===== config.mk =====
export PLATFORM = sky130hd
export DESIGN_NAME = vec_store_drain
export DESIGN_NICKNAME = d
export VERILOG_FILES = /design/src/rtl/vec_store_drain.sv
export SDC_FILE = /design/constraint.sdc
export NUM_CORES = 1
export LEC_CHECK = 0
export CORE_MARGIN = 5
export CORE_UTILIZATION = 58
export CTS_CLUSTER_DIAMETER = 120
export DETAILED_ROUTE_END_ITERATION = 6
export PLACE_DENSITY = 0.77
export RECOVER_POWER = 100
export SKIP_LAST_GASP = 1
export SYNTH_ARGS = -nofsm -noshare
export SYNTH_HDL_FRONTEND = slang
export SYNTH_SLANG_ARGS = --single-unit

===== constraint.sdc =====
create_clock -name clk -period 7.5 [get_ports clk]
set_input_delay 2.25 -clock clk [delete_from_list [all_inputs] [get_ports clk]]
set_output_delay 2.25 -clock clk [all_outputs]
set_load 0.05 [all_outputs]

===== src/rtl/vec_store_drain.sv =====
// Store buffer between the core's data-memory write port and data memory.
// Buffers scalar or LANES-wide vector stores and drains them as 32-bit beats.
module vec_store_drain #(
    parameter int DEPTH = 4,
    parameter int LANES = 5
) (
    input  logic                     clk,
    input  logic                     reset,
    input  logic                     st_valid,
    input  logic                     st_vec,
    input  logic [31:0]              st_addr,
    input  logic [31:0]              st_data,
    input  logic [LANES*32-1:0]      st_vdata,
    output logic                     st_ready,
    output logic                     mem_valid,
    input  logic                     mem_ready,
    output logic [31:0]              mem_addr,
    output logic [31:0]              mem_wdata,
    output logic [$clog2(DEPTH):0]   count,
    output logic                     busy
);

    localparam int PW = $clog2(DEPTH);
    localparam int CW = PW + 1;
    localparam int LW = (LANES > 1) ? $clog2(LANES) : 1;

    typedef enum logic {IDLE, SEND} state_t;

    logic                 r_vec   [DEPTH];
    logic [31:0]          r_addr  [DEPTH];
    logic [31:0]          r_data  [DEPTH];
    logic [LANES*32-1:0]  r_vdata [DEPTH];

    logic [PW-1:0] r_wptr, r_rptr;
    logic [CW-1:0] r_count, w_count_nxt;
    logic [LW-1:0] r_ln;
    state_t        r_state, w_state_nxt;

    logic          w_push, w_beat, w_last, w_pop;
    logic [31:0]   w_lane;

    assign st_ready  = (r_count < CW'(DEPTH));
    assign count     = r_count;
    assign busy      = (r_count != '0);
    assign mem_valid = (r_state == SEND);

    assign w_push = st_valid && st_ready;
    assign w_beat = (r_state == SEND) && mem_ready;
    assign w_last = !r_vec[r_rptr] || (r_ln == LW'(LANES - 1));
    assign w_pop  = w_beat && w_last;

    // Constant-index lane mux keeps every select in range for any ln encoding.
    always_comb begin
        w_lane = '0;
        for (int i = 0; i < LANES; i++) begin
            if (r_ln == LW'(i)) w_lane = r_vdata[r_rptr][32*i +: 32];
        end
    end

    always_comb begin
        mem_addr  = '0;
        mem_wdata = '0;
        if (r_state == SEND) begin
            if (r_vec[r_rptr]) begin
                mem_addr  = r_addr[r_rptr] + (32'(r_ln) << 2);
                mem_wdata = w_lane;
            end else begin
                mem_addr  = r_addr[r_rptr];
                mem_wdata = r_data[r_rptr];
            end
        end
    end

    always_comb begin
        w_count_nxt = r_count;
        case ({w_push, w_pop})
            2'b10:   w_count_nxt = r_count + 1'b1;
            2'b01:   w_count_nxt = r_count - 1'b1;
            default: w_count_nxt = r_count;
        endcase
    end

    always_comb begin
        w_state_nxt = r_state;
        case (r_state)
            IDLE:    if (r_count != '0) w_state_nxt = SEND;
            SEND:    if (w_pop && (w_count_nxt == '0)) w_state_nxt = IDLE;
            default: w_state_nxt = IDLE;
        endcase
    end

    always_ff @(posedge clk or negedge reset) begin
        if (!reset) r_state <= IDLE;
        else        r_state <= w_state_nxt;
    end

    always_ff @(posedge clk or negedge reset) begin
        if (!reset) begin
            r_wptr  <= '0;
            r_rptr  <= '0;
            r_count <= '0;
            r_ln    <= '0;
        end else begin
            r_count <= w_count_nxt;
            if (w_push) r_wptr <= r_wptr + 1'b1;
            if (w_pop)  r_rptr <= r_rptr + 1'b1;
            if (r_state != SEND)  r_ln <= '0;
            else if (w_beat)      r_ln <= w_last ? '0 : r_ln + 1'b1;
        end
    end

    // Payload storage needs no reset; occupancy is tracked by count and pointers.
    always_ff @(posedge clk) begin
        if (w_push) begin
            r_vec[r_wptr]   <= st_vec;
            r_addr[r_wptr]  <= st_addr;
            r_data[r_wptr]  <= st_data;
            r_vdata[r_wptr] <= st_vdata;
        end
    end

endmodule


# --- Word-level counts from Yosys, hierarchy flattened ---
# Memory sizes are Yosys's and may differ from the RTL's.
# Cells that the tools add are included.
classes:
  add_sub_neg: 6
  n_lt_le_gt_ge: 1
  eq_ne: 7
  n_mux: 18
  bitwise_logic: 1
  reduce_logical: 9
ops:
  columns: ["cell", "n"]
  rows:
  - ["$mux 32", 9]
  - ["$add 32x5->32", 1]
  - ["$mux 3", 3]
  - ["$add 3x1->3 const B", 2]
  - ["$eq 3x2->1 const B", 2]
  - ["$logic_not 3->1", 2]
  - ["$pmux 3 s2", 1]
  - ["$add 2x1->2 const B", 2]
  - ["$logic_and 1x1->1", 4]
  - ["$mux 1", 4]
  - ["$eq 3x1->1 const B", 1]
  - ["$eq 3x3->1 const B", 1]
  - ["$lt 3x3->1 const B", 1]
  - ["$reduce_bool 3->1", 1]
  - ["$sub 3x1->3 const B", 1]
  - ["$eq 2x1->1 const B", 1]
  - ["$eq 2x2->1 const B", 1]
  - ["$ne 2x1->1 const B", 1]
  - ["$pmux 1 s2", 1]
  - ["$logic_not 1->1", 1]
  - ["$logic_or 1x1->1", 1]
  - ["$not 1->1", 1]
totals:
  regBits: 11
  ram_bits: 900
  input_bits: 229
  out_inout_bits: 70
  wordCells: 51
  memories: 4
mem_list:
  columns: ["memory", "depth", "word_bits", "rd", "rd_ports_with_merged_regs", "write_ports", "line_no", "text"]
  rows:
  - ["r_vdata", 4, 160, 1, 0, 1, "32", "logic [LANES*32-1:0] r_vdata [DEPTH];"]
  - ["r_addr", 4, 32, 1, 0, 1, "30", "logic [31:0] r_addr [DEPTH];"]
  - ["r_data", 4, 32, 1, 0, 1, "31", "logic [31:0] r_data [DEPTH];"]
  - ["r_vec", 4, 1, 1, 0, 1, "29", "logic r_vec [DEPTH];"]

# --- Depth between registers and ports, before layout ---
# Gate-level depths: netlist of the first run.
# An unclocked memory read counts as a cell.
depth:
  ltp_word: 10
  mapped_depth: 14
  mapped_depth_nobuf: 12

# --- Worst setup path after synthesis of the first run ---
# OpenSTA, ideal clock, no wires.
synth_path:
  path_type: "input port to flip-flop"
  start: "input port st_valid"
  end: "memory r_addr[0][0], enable pin"
  setup_time_ps: 614
  t_arrival_ps: 7746
  t_required_ps: 6886
  setup_slack_ps: -860
  path_stages: 3
  n_path_buf: 1
  cell_sequence: "nor2b_1 > clkbuf_1 > and2_1"
synth_between:
  elab_chain_cells: 3
synth_lines:
  columns: ["item", "line_no", "text"]
  rows:
  - ["start: declaration", "9", "input logic st_valid,"]
  - ["$logic_and 1x1->1", "47", "assign w_push = st_valid && st_ready;"]
  - ["$mux 1", "114", "if (w_push) begin"]
  - ["$mux 1 (not written as such)", "116", "r_addr[r_wptr] <= st_addr;"]
  - ["end: declaration", "30", null]
# No other way between the ends.

# --- Worst setup path in the final report of the first run ---
layout_path:
  start: "register r_rptr[0]"
  end: "output port mem_addr[20]"
layout_between:
  elab_chain_cells: 4
  word_cells_on_any_way: 5
  cone_classes: "add/sub: 1; mux: 2; memory: 2"
layout_lines:
  columns: ["item", "line_no", "text"]
  rows:
  - ["start: declaration", "34", "logic [PW-1:0] r_wptr, r_rptr;"]
  - ["start signal: assignment", "106", "if (w_pop) r_rptr <= r_rptr + 1'b1;"]
  - ["$mem_v2 4x32", null, null]
  - ["$add 32x5->32", "65", "mem_addr = r_addr[r_rptr] + (32'(r_ln) << 2);"]
  - ["$mux 32 *", "64", "if (r_vec[r_rptr]) begin"]
  - ["$mux 32 *", "63", "if (r_state == SEND) begin"]
  - ["end: declaration", "17", "output logic [31:0] mem_addr,"]
# Mark *: on every way between the ends. The rest lies on a longest branch, timed or not.

==> impl_metrics.yaml, run 1 <==
cts:
  clock_path_buffers: 3
  cts_resized: 0
  root_buffer: "clkbuf_16"
  cts_setup_buffers: 0
  cts_tree: "yes"
  clkTransAtPathRegs_ns: 0.06
  clk_latency_ns: 0.64
  cts_sinks: 911
  cts_htree_levels: 3
  cts_hold_buf: 0
  numCtsBuffers: 89
route:
  antenna_left: 0
  first_iter_violations: 1525
  vias_per_cell: 6.302
  drc_errors: 0
  vias: 17865
  routed_wl_mm: 78.67
  post_drt_wl_per_cell_um: 27.75
  first_pass_iters: 7
placed_design:
  dpl.hpwl_mm: 47.49
  gp_congestion: 0.8315
  dp.cells: 2640
  portBuffers: 298
floorplan:
  die-area_mm2: 0.06601
  initial_core_util: 0.5859
  die_w_um: 256.9
  row_count: 90
  fp.coreArea_mm2: 0.06036
  io_pins: 299
  fp.dieH_um: 256.9
setup_path:
  r2r-end: "r_vdata[0][114]"
  criticalPathCategory: "flip-flop to output port"
  critPathLaunchType: "flip-flop"
  setup.worst_path.end_class: "output port"
  critPathArrivalTime_ns: 4.85
  rr_worst_depth: 3
  cp_max_fo: 35
  reg2reg_from: "count[2]"
  critPathRequiredTime_ns: 5.25
  rrSetupSlack_ns: 2.28
yosys:
  synth_warnings: 0
  synth_mux_area_frac: 0.1473
  synth_compound_area_frac: 0.03758
  synthXorXnorAreaFrac: 0.003220
  ys_seq_elements: 911
  synth_top_family_by_area: "multiplexers"
  synth_area_mm2: 0.03536
  yosys.area_share.adder: 0.005732
  synthArstFlopShare: 0.01207
  synth_edf_count: 900
  yosys.area_share.simple: 0.02081
  ys_types: 48
  synth_fp_nets: 1868
  avgSynthCellArea_um2: 21.77
  seq_area_frac_synth: 0.7721
  ys.flop_type: "edfxtp_1"
  netlist_instances: 1624
timing:
  setup_viol: 0
  finalSetupTns_ns: 0
  worst_pin_slew_ns: 4.465
  max-slew-margin-rel: -1.976
  rsz0062_at_grt: "no"
  max_freq_mhz: 140.9
  maxSlewViolCount: 430
  min_period_ns: 7.095
  period_share: 0.9461
  skew_ns: 0.01696
  hold_violations: 0
final_layout:
  final_cell_mix: "edfxtp_1, dlygate4sd3_1, mux4_2"
  final_cells: 2835
  synthToLayoutAreaGrowth_pct: 18.84
  final_common_cell: "edfxtp_1"
  nets: 2193
  drive_above_1_share: 0.1863
global_routing:
  antenna_found_initial: 62
  grt_pass1_vias: 18139
  grt_pass1_wl_mm: 116.2
  grt_max_degree: 110
  grt-ovfl-total: 0
  grtUsageTotal: 0.2355
job:
  max-cap-violations: 8
status:
  violations: "capacitance limit, slew limit"
  run_status: "complete, but fails checks"
min_path:
  hold_start: "count[0]"
  hold_depth: 1
  worstHoldPathType: "flip-flop to flip-flop"
  hold_path_end: "count[0]"
pwr:
  peakVddDrop_mv: 0.4569
  p_leak_nw: 13.45
  power.density_mw_per_mm2: 412.1
==> through the flow <==
| step | util | setup WS [ns] | hold slack (ns) | power (mW) | cell area (um2) |
|---|---|---|---|---|---|
| after floorplan | - | 1.103 | 0.5740 | 11.31 | 35370 |
| after global placement | 0.6512 | 1.183 | 0.5223 | 13.38 | 39300 |
| after detailed placement | 0.6512 | 1.109 | 0.5314 | 13.46 | 39300 |
| final | 0.6962 | 0.4045 | 0.5330 | 17.32 | 42020 |
| after global routing | 0.6954 | 0.1896 | 0.5561 | 18.03 | 41970 |
| after CTS | 0.6959 | 0.4061 | 0.5435 | 17.63 | 42000 |
==> worst max-delay path, cell delays in order, from the launching register on <==
cell           delay [ns]
dfrtp_4              0.87
mux4_2               0.60
ha_1                 0.36
a21o_1               0.14
nand3_2              0.17
or3_1                0.51
or4_1                0.45
a21oi_1              0.18
dlygate4sd3_1        0.93
==> Yosys cell counts (4+ instances only) <==
cell      instances  area share
a211oi_1         33      0.0070
a21oi_1          76       0.011
a22oi_1          32      0.0068
and2_1            6      0.0011
buf_1            11      0.0012
buf_2            21      0.0030
buf_4             8      0.0017
clkbuf_1         48      0.0051
dfrtp_1          11      0.0078
edfxtp_1        900        0.76
ha_1             13      0.0046
inv_1            15      0.0016
mux2i_1          10      0.0028
mux4_1            5      0.0037
mux4_2          221        0.14
nand2_1          27      0.0029
nand2b_1         13      0.0023
nand3_1          10      0.0014
nand4_1           9      0.0016
nor2_1           49      0.0052
nor2b_1           4     0.00071
nor3_1            4     0.00057
o21ai_0           7     0.00099
o221ai_1         32      0.0079
or3_1             6      0.0011
xnor2_1          11      0.0027
==> cells by family (layout without fill, tap and decap cells) <==
| logic type | Yosys count | after routing |
|---|---|---|
| XOR/XNOR | 13 | 13 |
| AO/OA/AOI/OAI | 198 | 198 |
| other | 0 | 40 |
| multiplexers | 236 | 236 |
| adder cells (fa/ha/maj) | 15 | 15 |
| buffers and inverters | 106 | 495 |
| flip-flops | 911 | 911 |
| AND/OR/NAND/NOR | 145 | 145 |
==> layout make-up <==
| cell class | instances | area, um2 |
|---|---|---|
| antenna | 40 | 100.1 |
| clock buffer | 111 | 2361 |
| clock inverter | 44 | 339.1 |
| fill | 3667 | 18330 |
| inverter | 15 | 56.30 |
| multi-input combinational | 607 | 7639 |
| sequential | 911 | 27310 |
| tap | 782 | 978.4 |
| timing repair buffer | 325 | 3242 |
==> per-layer routing <==
metal	track usage	up-vias	wire, um
met1	0.3170	9315	29350
li1	-	7609	-
met5	0	-	152
met3	0.05912	173	6287
met2	0.3856	744	40380
met4	0.07993	24	2503
==> report_power, final <==
part	internal, mW	switching, mW
Clock	2.39	1.77
Sequential	6.41	0.293
Combinational	2.41	4.05
Total	11.2	6.12
==> flip-flops by register name, indices dropped and copies added, names as in the netlist <==
name and flops:
r_ln 3, mem_valid 1, r_vec 4, r_data 128, count 3, r_wptr 2, r_vdata 640, r_rptr 2
r_addr 128
==> worst max path at each step <==
stage	end	depth (start not counted)	from
2_1_floorplan	mem_addr[22]	14	r_rptr[1]
4_1_cts	mem_addr[20]	8	r_rptr[0]
5_1_grt	mem_wdata[28]	7	r_rptr[0]
6_report	mem_addr[20]	8	r_rptr[0]
3_5_place_dp	mem_addr[20]	8	r_rptr[0]
3_3_place_gp	mem_addr[20]	8	r_rptr[0]
No activity file was read; power rests on OpenSTA's default activity.
==> run 2, diff against run 1 <==
--- a/config.mk
+++ b/config.mk
@@ -6,10 +6,10 @@
 export NUM_CORES = 1
 export LEC_CHECK = 0
 export CORE_MARGIN = 5
-export CORE_UTILIZATION = 58
+export CORE_UTILIZATION = 27
 export CTS_CLUSTER_DIAMETER = 120
 export DETAILED_ROUTE_END_ITERATION = 6
-export PLACE_DENSITY = 0.77
+export PLACE_DENSITY = 0.4
 export RECOVER_POWER = 100
 export SKIP_LAST_GASP = 1
 export SYNTH_ARGS = -nofsm -noshare
==> impl_metrics.yaml, run 2 (synthesis gave the netlist of run 1 again) <==
setup_path:
  cp_max_fo: 26
  crit_buf_inv: 1
  slowest_delay_ns: 0.90
  setup.worst_path.end_class: "output port"
  cp_cell_sequence: "mux4_2, ha_1, a21o_1, a21oi_1, nor4_2, nand4_1, mux2i_1, clkdlybuf4s50_1"
  critPathLaunchType: "flip-flop"
  criticalPathCategory: "flip-flop to output port"
  cpLargestDelayFamily: "simple AND/OR/NAND/NOR gates"
  cp_slowest_cell: "nor4_2"
  r2r-end: "r_vdata[1][9]"
  rr_worst_depth: 3
  reg2reg_from: "count[2]"
  critPathRequiredTime_ns: 5.25
  critPathArrivalTime_ns: 4.92
  rrSetupSlack_ns: 2.59
floorplan:
  fp.dieH_um: 371.9
  die_w_um: 371.9
  row_count: 132
  fp.coreArea_mm2: 0.1298
  die-area_mm2: 0.1383
  initial_core_util: 0.2724
  io_pins: 299
timing:
  setup_viol: 0
  hold_violations: 0
  whs_ns: 0.5423
  max_freq_mhz: 139.5
  rsz0062_at_grt: "no"
  setup_ws_ns: 0.3340
  maxSlewViolCount: 370
  max-slew-margin-rel: -1.389
  period_share: 0.9555
  skew_ns: 0.01308
  worst_pin_slew_ns: 3.583
  finalSetupTns_ns: 0
  min_period_ns: 7.166
min_path:
  hold_depth: 1
  hold_start: "count[0]"
  worstHoldPathType: "flip-flop to flip-flop"
  hold_path_end: "count[0]"
final_layout:
  reg.largest.list: "r_vdata x640, r_addr x128, r_data x128"
  final_common_cell: "edfxtp_1"
  top_register: "r_vdata"
  final_cell_mix: "edfxtp_1, dlygate4sd3_1, mux4_2"
  nets: 2218
  nFillCells: 12288
  synthToLayoutAreaGrowth_pct: 24.35
  drive_above_1_share: 0.2001
  largest_register_ffs: 640
cts:
  cts_tree: "yes"
  cts_hold_buf: 0
  cts_sinks: 911
  clock_path_buffers: 3
  cts_htree_levels: 3
  root_buffer: "clkbuf_16"
  clk_latency_ns: 0.70
  numCtsBuffers: 105
  clkTransAtPathRegs_ns: 0.06
route:
  drc_errors: 0
  antenna_left: 0
  post_drt_wl_per_cell_um: 25.87
  vias: 17539
  first_pass_iters: 5
  first_iter_violations: 1034
  vias_per_cell: 4.585
  routed_wl_mm: 98.96
status:
  violations: "capacitance limit, slew limit"
  run_status: "complete, but fails checks"
placed_design:
  gp_congestion: 0.7128
  portBuffers: 298
  post-place-ws_ns: 0.9095
  dpl.hpwl_mm: 60.94
pwr:
  p_leak_nw: 13.81
  peakVddDrop_mv: 0.5453
  power.density_mw_per_mm2: 422.2
global_routing:
  antenna_found_initial: 93
  grt_pass1_wl_mm: 141.1
  grtUsageTotal: 0.1423
  grt_max_degree: 92
  grt-ovfl-total: 0
  grt_pass1_vias: 19042
job:
  max-cap-violations: 8
[run 2: changes by cell type in the layout (fill, tap and decap cells not counted), moves of 3 or more]
cell	previous run	this run
bufinv_16	5	12
clkbuf_8	3	0
clkbuf_16	90	106
clkbuf_1	19	24
dlygate4sd3_1	293	279
buf_4	12	17
buf_12	6	9
clkinv_1	22	26
diode_2	40	24
clkdlybuf4s50_1	5	19
[run 2: layout make-up]
type | instances | area (um2) | share of cell area
diodes | 24 | 60.06 | 0.001366
flip-flops and latches | 911 | 27310 | 0.6210
clock buffers | 128 | 2735 | 0.06220
clock inverters | 64 | 655.6 | 0.01491
well taps | 1742 | 2180 | 0.04957
multi-input cells | 607 | 7632 | 0.1736
inverters | 15 | 56.30 | 0.001280
repair buffers | 334 | 3346 | 0.07608
[run 2: worst max path at each step]
| stage | end | depth (start not counted) | slack (ns) | startpoint |
|---|---|---|---|---|
| 6_report | mem_addr[31] | 8 | 0.33 | r_rptr[0] |
| 5_1_grt | mem_addr[31] | 8 | 0.01 | r_rptr[0] |
| 4_1_cts | mem_addr[30] | 8 | 0.08 | r_rptr[0] |
| 3_5_place_dp | mem_addr[30] | 8 | 0.91 | r_rptr[0] |
| 3_3_place_gp | mem_addr[31] | 8 | 0.90 | r_rptr[0] |
| 2_1_floorplan | mem_addr[22] | 14 | 1.10 | r_rptr[1] |
[run 2: power breakdown]
group	switching [mW]	leakage (nW)	internal [mW]	total, mW
sequential	0.253	8.31	6.39	6.65
clock	2.03	1.65	3.00	5.03
combinational	4.44	3.86	2.45	6.89
total	6.72	13.8	11.8	18.6
[run 2: metal layers]
layer / track usage / wire length, um / vias up
met2: 0.2366 / 48080 / 502
met3: 0.05500 / 8056 / 231
met5: 0 / 206 / -
li1: - / - / 7665
met1: 0.1767 / 40200 / 9107
met4: 0.03117 / 2409 / 34
[run 2: repair_timing]
item,4_1_cts,5_1_grt
endpoints found under the setup margin,0,1
gates resized for setup,0,1
setup buffers,0,0
[run 2: through the flow]
step | utilization | area, um2 | cells | power (mW)
final | 0.3387 | 43970 | 3825 | 18.57
after global routing | 0.3383 | 43920 | 3802 | 19.58
after CTS | 0.3388 | 43980 | 3801 | 19.19
after detailed placement | 0.3126 | 40590 | 3609 | 14.04
after global placement | 0.3126 | 40590 | 3609 | 14.01
after floorplan | - | 35370 | 1624 | 11.31
[run 2: worst reg2reg max path, cell delays in order (launching register included)]
cell      delay [ns]
dfrtp_1         0.39
nor2b_1         0.50
and2_0          2.65
clkbuf_1        0.98
